File: src/rtl/softmax_stream_pkg.sv
// softmax_pkg: shared types and constants for the softmax_stream block.
//   state_t      : controller states (LOAD / DIV / OUT)
//   EXP_SH1/2    : shift amounts of the shift-add log2(e) scaling in the exp stage
//   clog2_min1() : index width helper that never returns zero
package softmax_pkg;

  typedef enum logic [1:0] {
    S_LOAD = 2'd0,
    S_DIV  = 2'd1,
    S_OUT  = 2'd2
  } state_t;

  // y = x + x/2 - x/16 ~= x * log2(e)
  localparam int EXP_SH1 = 1;
  localparam int EXP_SH2 = 4;

  function automatic int clog2_min1(input int n);
    return (n > 1) ? $clog2(n) : 1;
  endfunction

  localparam int DEF_N     = 8;
  localparam int DEF_IDX_W = clog2_min1(DEF_N);

endpackage

File: src/rtl/softmax_stream_if.sv
// softmax_stream_if: input and output beat handshakes of softmax_stream.
//   in_valid/in_ready/in_data           : signed QX.FRAC_W element stream in
//   out_valid/out_ready/out_data        : unsigned Q0.OUT_W probability out
//   out_idx/out_last                    : element index and last-of-frame flag
// Modports: slave = the softmax block, master = the source/sink driving it.
interface softmax_stream_if
  import softmax_pkg::*;
#(
  parameter int IN_W  = 16,
  parameter int OUT_W = 16,
  parameter int IDX_W = DEF_IDX_W
);
  logic                    in_valid;
  logic                    in_ready;
  logic signed [IN_W-1:0]  in_data;
  logic                    out_valid;
  logic                    out_ready;
  logic [OUT_W-1:0]        out_data;
  logic [IDX_W-1:0]        out_idx;
  logic                    out_last;

  modport slave (
    input  in_valid, in_data, out_ready,
    output in_ready, out_valid, out_data, out_idx, out_last
  );

  modport master (
    output in_valid, in_data, out_ready,
    input  in_ready, out_valid, out_data, out_idx, out_last
  );
endinterface

File: src/rtl/softmax_stream_exp.sv
// softmax_exp_approx: combinational base-2 exponent approximation.
//   i_x : signed QX.FRAC_W input (positive values clamp to 0)
//   o_e : unsigned E ~= 2^FRAC_W * exp(min(x,0)), FRAC_W+1 bits
// The fractional part of y becomes a linear 1+f mantissa, the integer
// part a right shift; anything shifted past the word is zero.
module softmax_exp_approx
  import softmax_pkg::*;
#(
  parameter int IN_W   = 16,
  parameter int FRAC_W = 10
) (
  input  logic signed [IN_W-1:0] i_x,
  output logic [FRAC_W:0]        o_e
);
  localparam int E_W = FRAC_W + 1;
  localparam int Y_W = IN_W + 1;
  localparam int K_W = Y_W - FRAC_W;

  logic signed [IN_W-1:0] w_xn;
  logic signed [Y_W-1:0]  w_xe;
  logic signed [Y_W-1:0]  w_y;
  logic signed [K_W-1:0]  w_k;
  logic [K_W-1:0]         w_nk;
  logic [E_W-1:0]         w_m;

  assign w_xn = i_x[IN_W-1] ? i_x : '0;
  assign w_xe = {w_xn[IN_W-1], w_xn};
  // one extra bit covers the 1.4375x growth of the scaling
  assign w_y  = w_xe + (w_xe >>> EXP_SH1) - (w_xe >>> EXP_SH2);
  // slicing a two's-complement value gives floor division for k
  assign w_k  = w_y[Y_W-1:FRAC_W];
  assign w_nk = -w_k;
  assign w_m  = {1'b1, w_y[FRAC_W-1:0]};
  assign o_e  = (w_nk >= K_W'(E_W)) ? '0 : (w_m >> w_nk);
endmodule

File: src/rtl/softmax_stream.sv
// softmax_stream: frame-based streaming softmax.
//   clk, rst_n : clock, synchronous active-low reset
//   bus        : softmax_stream_if.slave (input beats in, probabilities out)
//   busy       : high while dividing or presenting results
// LOAD collects N exp values and their sum; DIV runs a restoring divider
// E[idx]*2^OUT_W / den one bit per cycle; OUT presents each quotient.
module softmax_stream
  import softmax_pkg::*;
#(
  parameter int N      = 8,
  parameter int IN_W   = 16,
  parameter int FRAC_W = 10,
  parameter int OUT_W  = 16
) (
  input  logic             clk,
  input  logic             rst_n,
  softmax_stream_if.slave  bus,
  output logic             busy
);
  localparam int E_W   = FRAC_W + 1;
  localparam int IDX_W = clog2_min1(N);
  localparam int D_W   = E_W + IDX_W;
  localparam int DC_W  = clog2_min1(OUT_W + 1);

  state_t             r_state, w_state_nxt;
  logic [IDX_W-1:0]   r_cnt, r_idx;
  logic [D_W-1:0]     r_den;
  logic [E_W-1:0]     r_buf [N];
  logic [D_W:0]       r_rem;
  logic [OUT_W-1:0]   r_q;
  logic [DC_W-1:0]    r_dcnt;
  logic [OUT_W-1:0]   r_out;

  logic [E_W-1:0]     w_e;
  logic               w_acc, w_last_in, w_div_done, w_out_hs, w_idx_last;
  logic [D_W:0]       w_src;
  logic               w_ge;
  logic [D_W-1:0]     w_diff;
  logic [OUT_W:0]     w_q_nxt;

  function automatic logic [OUT_W-1:0] sat_q(input logic [OUT_W:0] q, input logic den_zero);
    if (den_zero)  return '0;
    if (q[OUT_W])  return '1;
    return q[OUT_W-1:0];
  endfunction

  softmax_exp_approx #(.IN_W(IN_W), .FRAC_W(FRAC_W)) u_exp (
    .i_x (bus.in_data),
    .o_e (w_e)
  );

  assign w_acc      = bus.in_valid && (r_state == S_LOAD);
  assign w_last_in  = w_acc && (r_cnt == IDX_W'(N - 1));
  assign w_div_done = (r_state == S_DIV) && (r_dcnt == DC_W'(OUT_W));
  assign w_out_hs   = (r_state == S_OUT) && bus.out_ready;
  assign w_idx_last = (r_idx == IDX_W'(N - 1));

  // first divider cycle takes the dividend straight from the buffer
  assign w_src   = (r_dcnt == '0) ? (D_W + 1)'(r_buf[r_idx]) : r_rem;
  assign w_ge    = (w_src >= {1'b0, r_den});
  assign w_diff  = w_ge ? D_W'(w_src - {1'b0, r_den}) : D_W'(w_src);
  assign w_q_nxt = {r_q, w_ge};

  always_ff @(posedge clk) begin
    if (!rst_n) r_state <= S_LOAD;
    else        r_state <= w_state_nxt;
  end

  always_comb begin
    w_state_nxt = r_state;
    case (r_state)
      S_LOAD:  if (w_last_in)  w_state_nxt = S_DIV;
      S_DIV:   if (w_div_done) w_state_nxt = S_OUT;
      S_OUT:   if (w_out_hs)   w_state_nxt = w_idx_last ? S_LOAD : S_DIV;
      default: w_state_nxt = S_LOAD;
    endcase
  end

  always_ff @(posedge clk) begin
    if (w_acc) r_buf[r_cnt] <= w_e;
  end

  always_ff @(posedge clk) begin
    if (!rst_n) begin
      r_cnt  <= '0;
      r_idx  <= '0;
      r_den  <= '0;
      r_rem  <= '0;
      r_q    <= '0;
      r_dcnt <= '0;
      r_out  <= '0;
    end else begin
      case (r_state)
        // ---- LOAD: accumulate buffer and denominator
        S_LOAD: if (w_acc) begin
          r_den <= r_den + D_W'(w_e);
          r_cnt <= w_last_in ? '0 : r_cnt + 1'b1;
          if (w_last_in) begin
            r_idx  <= '0;
            r_dcnt <= '0;
          end
        end
        // ---- DIV: one quotient bit per cycle
        S_DIV: begin
          r_rem <= {w_diff, 1'b0};
          r_q   <= w_q_nxt[OUT_W-1:0];
          if (w_div_done) begin
            r_out  <= sat_q(w_q_nxt, r_den == '0);
            r_dcnt <= '0;
          end else begin
            r_dcnt <= r_dcnt + 1'b1;
          end
        end
        // ---- OUT: hold result until accepted
        S_OUT: if (w_out_hs) begin
          if (w_idx_last) begin
            r_idx <= '0;
            r_den <= '0;
          end else begin
            r_idx <= r_idx + 1'b1;
          end
        end
        default: ;
      endcase
    end
  end

  assign bus.in_ready  = (r_state == S_LOAD);
  assign bus.out_valid = (r_state == S_OUT);
  assign bus.out_data  = r_out;
  assign bus.out_idx   = r_idx;
  assign bus.out_last  = (r_state == S_OUT) && w_idx_last;
  assign busy          = (r_state != S_LOAD);
endmodule

File: src/flat_wrapper.sv
// flat-port wrapper written by rule: the top's interface ports become plain ports
module softmax_stream_flat import softmax_pkg::*;
#(
  parameter int N      = 8,
  parameter int IN_W   = 16,
  parameter int FRAC_W = 10,
  parameter int OUT_W  = 16
)
  (clk, rst_n, busy, bus_in_valid, bus_in_data, bus_out_ready, bus_in_ready, bus_out_valid, bus_out_data, bus_out_idx, bus_out_last);
  softmax_stream_if #(.IN_W(IN_W), .OUT_W(OUT_W)) bus_i ();
  input  logic clk;
  input  logic rst_n;
  output logic busy;
  input wire logic [$bits(bus_i.in_valid)-1:0] bus_in_valid;
  input wire logic [$bits(bus_i.in_data)-1:0] bus_in_data;
  input wire logic [$bits(bus_i.out_ready)-1:0] bus_out_ready;
  output wire logic [$bits(bus_i.in_ready)-1:0] bus_in_ready;
  output wire logic [$bits(bus_i.out_valid)-1:0] bus_out_valid;
  output wire logic [$bits(bus_i.out_data)-1:0] bus_out_data;
  output wire logic [$bits(bus_i.out_idx)-1:0] bus_out_idx;
  output wire logic [$bits(bus_i.out_last)-1:0] bus_out_last;
  assign bus_i.in_valid = bus_in_valid;
  assign bus_i.in_data = bus_in_data;
  assign bus_i.out_ready = bus_out_ready;
  assign bus_in_ready = bus_i.in_ready;
  assign bus_out_valid = bus_i.out_valid;
  assign bus_out_data = bus_i.out_data;
  assign bus_out_idx = bus_i.out_idx;
  assign bus_out_last = bus_i.out_last;
  softmax_stream #(.N(N), .IN_W(IN_W), .FRAC_W(FRAC_W), .OUT_W(OUT_W)) u_core (.clk(clk), .rst_n(rst_n), .bus(bus_i), .busy(busy));
endmodule
File: config.mk
export PLATFORM = sky130hd
export DESIGN_NAME = softmax_stream_flat
export DESIGN_NICKNAME = d
export VERILOG_FILES = /design/src/rtl/softmax_stream_pkg.sv /design/src/rtl/softmax_stream_if.sv /design/src/rtl/softmax_stream_exp.sv /design/src/rtl/softmax_stream.sv /design/src/flat_wrapper.sv
export SDC_FILE = /design/constraint.sdc
export NUM_CORES = 1
export LEC_CHECK = 0
export CAP_MARGIN = 20
export CORE_UTILIZATION = 45
export DETAILED_ROUTE_END_ITERATION = 10
export PLACE_DENSITY_LB_ADDON = 0.15
export SYNTH_ARGS = -nofsm -noshare
export SYNTH_HDL_FRONTEND = slang
export SYNTH_SLANG_ARGS = --single-unit
File: constraint.sdc
create_clock -name clk -period 10.92 [get_ports clk]
set_input_delay 1.638 -clock clk [delete_from_list [all_inputs] [get_ports clk]]
set_output_delay 1.638 -clock clk [all_outputs]
set_load 0.02 [all_outputs]
### Word level (Yosys, flattened, before mapping)

Memory sizes are Yosys's and may differ from the RTL's. A register that Yosys moved wholly into a read port is not among the register bits.
Index checks and enable logic that the tools add are counted.
W data, S select, Z words.

* bits in registers: 73
* latch bits: 0
* RAM bits: 88
* ROM bits: 0
* input bits: 20
* output and inout bits: 23
* logic and storage cells: 87
* memories: 1

Memory list
* u_core.r_buf: words 8, bits a word 11, rd ports 1, clocked after Yosys merged registers in 1, write ports 1, RTL line softmax_stream.sv:28 `logic [E_W-1:0] r_buf [N];`

* $add $sub $neg: 8
* multipliers: 0
* divide/modulo/power cells: 0
* order comparisons: 2
* eq/ne operators: 10
* shift operators: 1
* multiplexer cells: 40
* bitwise operators: 0
* reduce and logical (&&, ||, !) cells: 17

Operators with widths (count)
* $mux W16: 5
* $mux W14: 4
* $pmux W14 S2: 1
* $mux W3: 7
* $add A16 B15 Y17: 1
* $sub A17 B12 Y17: 1
* $ge A15 B14 Y1: 1
* $mux W15: 1
* $mux W5: 3
* $add A14 B11 Y14: 1
* $logic_not A14 Y1: 1
* $sub A14 B14 Y14: 1
* $mux W1: 12
* $mux W11: 1
* $shr A11 B7 Y11: 1
* $ne A2 B1 Y1 const B: 5
* $pmux W5 S2: 1
* $reduce_and A4 Y1: 2
* $ge A7 B4 Y1 const B: 1
* $neg A7 Y7: 1
* $add A3 B1 Y3 const B: 2
* $eq A3 B3 Y1 const B: 2
* $mux W2: 3
* $pmux W2 S3: 1
* other kinds (11): 19

### Depth between registers and ports, before layout

* word-level depth: 11
* depth in mapped cells: 31
* mapped depth without buffers: 28

### Cells and area by module

A second synthesis with hierarchy kept.

* cell total of the unflattened synthesis: 974
* area, all modules: 9855.7 µm²

By module, submodules not included
* softmax_stream: times used 1, cells each 701, area an instance 7872.6 µm², seq. area each 4164.0 µm²
* softmax_exp_approx: times used 1, cells each 273, area an instance 1983.2 µm², seq. area each 0.0 µm²

### Least setup slack after synthesis

No wires, ideal clock.

* kind: input -> register
* start: in bus_in_data[15]
* end: reg u_core.r_den[13]
* arrival: 7.823 ns
* required time: 10.799 ns
* slack: 2.976 ns
* cell stages on the path: 25
* path buffers: 2
* cells stage by stage: clkbuf_1 > nand2_1 > inv_1 > fa_1 > inv_1 > ha_1 > a2111oi_0 > nor4_1 > a21oi_1 > o21ai_1 > xnor2_1 > ha_1 > clkbuf_1 > or4_4 > a311oi_1 > ha_1 > a21o_1 > a21oi_1 > o21ai_0 > a21oi_1 > o21ai_0 > a211oi_1 > nor3_1 > o311ai_0 > mux2_2

* longest elaborated chain between the ends: 9

RTL lines
* start, declared: RTL line flat_wrapper.sv:15 `input wire logic [$bits(bus_i.in_data)-1:0] bus_in_data;`
* $mux W16 *: RTL line softmax_stream_exp.sv:26 `assign w_xn = i_x[IN_W-1] ? i_x : '0;`
* $add A16 B15 Y17: RTL line softmax_stream_exp.sv:29 `assign w_y = w_xe + (w_xe >>> EXP_SH1) - (w_xe >>> EXP_SH2);`
* $sub A17 B12 Y17 *: RTL line softmax_stream_exp.sv:29
* $neg A7 Y7: RTL line softmax_stream_exp.sv:32 `assign w_nk = -w_k;`
* $ge A7 B4 Y1 or $shr A11 B7 Y11 (tied branches): RTL line softmax_stream_exp.sv:34 `assign o_e = (w_nk >= K_W'(E_W)) ? '0 : (w_m >> w_nk);`
* $mux W11 *: RTL line softmax_stream_exp.sv:34
* named net u_core.u_exp.o_e[1]: RTL line softmax_stream_exp.sv:13 `output logic [FRAC_W:0] o_e`
* $add A14 B11 Y14 *: RTL line softmax_stream.sv:96 `r_den <= r_den + D_W'(w_e);`
* $mux W14 *: RTL line softmax_stream.sv:95 `S_LOAD: if (w_acc) begin`
* $pmux W14 S2 *: RTL line softmax_stream.sv:93 `case (r_state)`
* end signal, assigned: RTL line softmax_stream.sv:96
* end, declared: RTL line softmax_stream.sv:27 `logic [D_W-1:0] r_den;`

The timed path passes the listed nets; every way through them passes the cells marked *. The select of a mux whose other input is x is not followed.
A chain may end at the register's enable or synchronous reset.

### Worst setup path in the final report

* start: in bus_in_data[15]
* end: reg u_core.r_den[12]

Same word-level chain as after synthesis.

==> summary.txt <==
Run status
  • Run status: finished clean

Synthesis
  • Async S/R FF share, synth: 0
  • Post-Synthesis Cells: 967
  • Syn nets: 1049
  • Cell area after synthesis: 0.00968 mm^2
  • Syn Area/Cell: 10.0 um^2
  • Register bit total from synthesis: 164
  • Warnings from Yosys: 0
  • Yosys top cell area share: 0.273
  • Commonest cells post-synth: 91 x nand2_1, 88 x edfxtp_1, 83 x a21oi_1
  • Register area share after synthesis: 0.430
  • Post-synth EDFFs: 88
  • Ys flop type: edfxtp_1
  • Synth area leaders: edfxtp_1 27%, dfxtp_1 16%, ha_1 7.0%
  • Most common cell in the netlist: nand2_1
  • Top cell type by total area after synthesis: edfxtp_1
  • Post-synth cell types: 77

Placement
  • Placement Cell Area: 0.0104 mm^2
  • Port Buffers: 42
  • Gpl congestion: 0.834
  • Hpwl dp: 14700 um

GRT
  • Vias in the first global route: 7003
  • Layer with the highest usage: met2
  • Maximum number of pins on one net before global-route repair: 70
  • First-pass GRT wire length: 35400 um
  • GR Util All Layers: 0.206
  • Met2 GRT Util: 0.338
  • Met3 Use GR: 0.0291
  • Initial antenna violation count: 0
  • GR Util met1: 0.286
  • Global route total overflow: 0

Routing
  • Pre-antenna DRT Iters: 9
  • Initial drt markers: 383
  • WL per Instance: 16.8 um
  • Via count: 7087
  • Vias per inst: 5.52
  • Drt drc: 0
  • Antenna viol nets, final: 0
  • Routed WL: 21600 um

Clocking
  • Skew-Pair Late Insertion Delay: 420 ps
  • CTS buffer count: 17
  • CTS sink cnt: 164
  • CTS Hold Bufs: 0
  • Max clock buf depth: 2
  • H-tree Lvls: 4
  • Post-CTS Resized: 0
  • Post-CTS Repair Setup Buffers: 0
  • CTS tree: yes
  • Worst-path clk slew: 70 ps
  • CTS root buffer: clkbuf_16

Timing
  • Slew at the pin with the worst max-slew slack: 1060 ps
  • Fmax: 0.108 GHz
  • Final min period: 9240 ps
  • Endpoints failing setup: 0
  • Hold violation count in the final report: 0
  • Worst Skew: 11.0 ps
  • Fin. max-slew vios: 0
  • Final Cycle Share: 0.846
  • Setup TNS: 0 ps
  • Rel. slew slack: 0.291
  • RSZ-0062 raised after global routing: no

Finish
  • Fillers: 1934
  • Layout cells sized above 1: 0.0950
  • Ant diodes: 0
  • Final net count: 1081
  • Area Overhead vs Synth: 13.3%
  • Post-route cell area: 0.0110 mm^2

Setup path
  • Critical Path RT: 11270 ps
  • CP arrival: 9590 ps
  • CP max FO: 25
  • Setup crit start kind: input pin
  • CP Class: input pin to flip-flop
  • Critical Path End Type: flip-flop

Floorplan
  • Die area: 0.0221 mm^2
  • Initial core utilization: 0.460
  • Ports: 43
  • # rows: 53
  • Die width: 149 um
  • Core ar.: 0.0210 mm^2
  • Die Span Y: 149 um

Power and ir drop
  • Pwr/cell area: 180 mW/mm^2
  • Worst VDD drop: 0.110 mV
  • Leakage Power: 3.97 nW

Worst hold path
  • Hold WC Path Type: flip-flop to flip-flop

Flow run
  • Max-cap viol count: 0
[layer usage]
layer  vias to the layer above  share of wire
met3                        16          0.031
met5                         -              0
met1                      3408           0.50
met4                         0         0.0093
met2                        96           0.46
li1                       3567              -
[stage by stage]
step / power, W / utilization / hold slack [ps] / cells / worst slack (ps)
2_1_floorplan: 0.00128 / - / 438 / 967 / 2980
3_3_place_gp: 0.00143 / 0.495 / 451 / 1253 / 1360
3_5_place_dp: 0.00144 / 0.495 / 457 / 1254 / 1210
4_1_cts: 0.00198 / 0.520 / 472 / 1284 / 1670
5_1_grt: 0.00209 / 0.521 / 507 / 1285 / 735
6_report: 0.00197 / 0.521 / 471 / 1285 / 1680
[cell type report]
class / instances / area [um^2] / share of cell area
tap: 275 / 344 / 0.0314
clock inverter: 13 / 97.6 / 0.00890
clock buffer: 17 / 425 / 0.0388
inverter: 51 / 191 / 0.0175
multi-input combinational: 707 / 5180 / 0.473
sequential: 164 / 4160 / 0.380
timing repair buffer: 58 / 559 / 0.0510
[registers in the layout, indices dropped and copies added (netlist names), named ones only]
signal	flops
u_core.r_q	16
u_core.r_rem	14
u_core.bus.out_data	16
u_core.r_state	2
u_core.r_dcnt	5
u_core.r_cnt	3
u_core.r_den	14
u_core.r_buf	88
u_core.bus.out_idx	3
[path summary, 6_finish.rpt]
path	to	slack (ps)	from	cells after the start
setup / recovery	u_core.r_den[12]	1680	bus_in_data[15]	28
hold / removal	u_core.r_rem[14]	470	u_core.r_rem[14]	2
setup reg to reg	u_core.r_rem[1]	6240	flip-flop	14
hold reg to reg	u_core.r_rem[14]	470	u_core.r_rem[14]	2
[logic make-up after synthesis]
| kind of cell | after synthesis | share of synthesized area |
|---|---|---|
| and+or+nand+nor | 321 | 0.163 |
| AOI/OAI and AO/OA | 231 | 0.158 |
| DFF | 164 | 0.430 |
| buffers and inverters | 96 | 0.0379 |
| adders and majority gates | 64 | 0.0884 |
| muxes | 53 | 0.0851 |
| xor gates and xnor gates | 38 | 0.0371 |
[critical path, cell delays in order]
cell	delay, ps
clkdlybuf4s50_1	770
nand2_1	330
inv_1	100
fa_1	530
inv_1	40
ha_1	340
a2111oi_0	410
o21ai_1	180
a21oi_1	260
o21ai_1	110
xnor2_1	220
ha_1	290
xnor2_2	650
mux4_2	580
mux2_2	270
nor2_1	420
ha_1	270
inv_1	50
fa_1	370
nor2b_1	150
o21ai_0	120
a21boi_0	230
o21ai_0	130
a21boi_0	350
o21ai_0	170
a21oi_1	260
o311ai_0	160
a21oi_1	170
[where the power goes]
part	total, W	switching, W	internal [W]	leakage, nW
clock	0.000544	0.000253	0.000291	0.247
combinational	0.000713	0.000431	0.000282	2.34
sequential	0.000718	0.0000160	0.000702	1.38
[placed cells by master, fill, tap and decap left out, types with 4 or more instances in the layout]
master	instances
o31ai_1	8
and2_1	16
nor4_1	5
nand2_1	91
inv_1	51
xnor2_1	24
nand2b_1	15
or3_1	4
dfxtp_1	76
clkdlybuf4s50_1	41
a21boi_0	24
a21oi_1	83
nor2b_1	36
nand3b_1	4
inv_6	5
mux2_2	4
nand3_1	18
a21o_1	14
clkbuf_16	17
buf_4	14
nor3_1	29
xor2_1	12
o21ai_0	42
mux4_2	23
a22oi_1	7
o21a_1	5
mux2i_1	26
nand4_1	6
o211ai_1	5
edfxtp_1	88
ha_1	54
fa_1	8
nor2_1	75
Note: power is estimated with default switching activity, not from simulation.
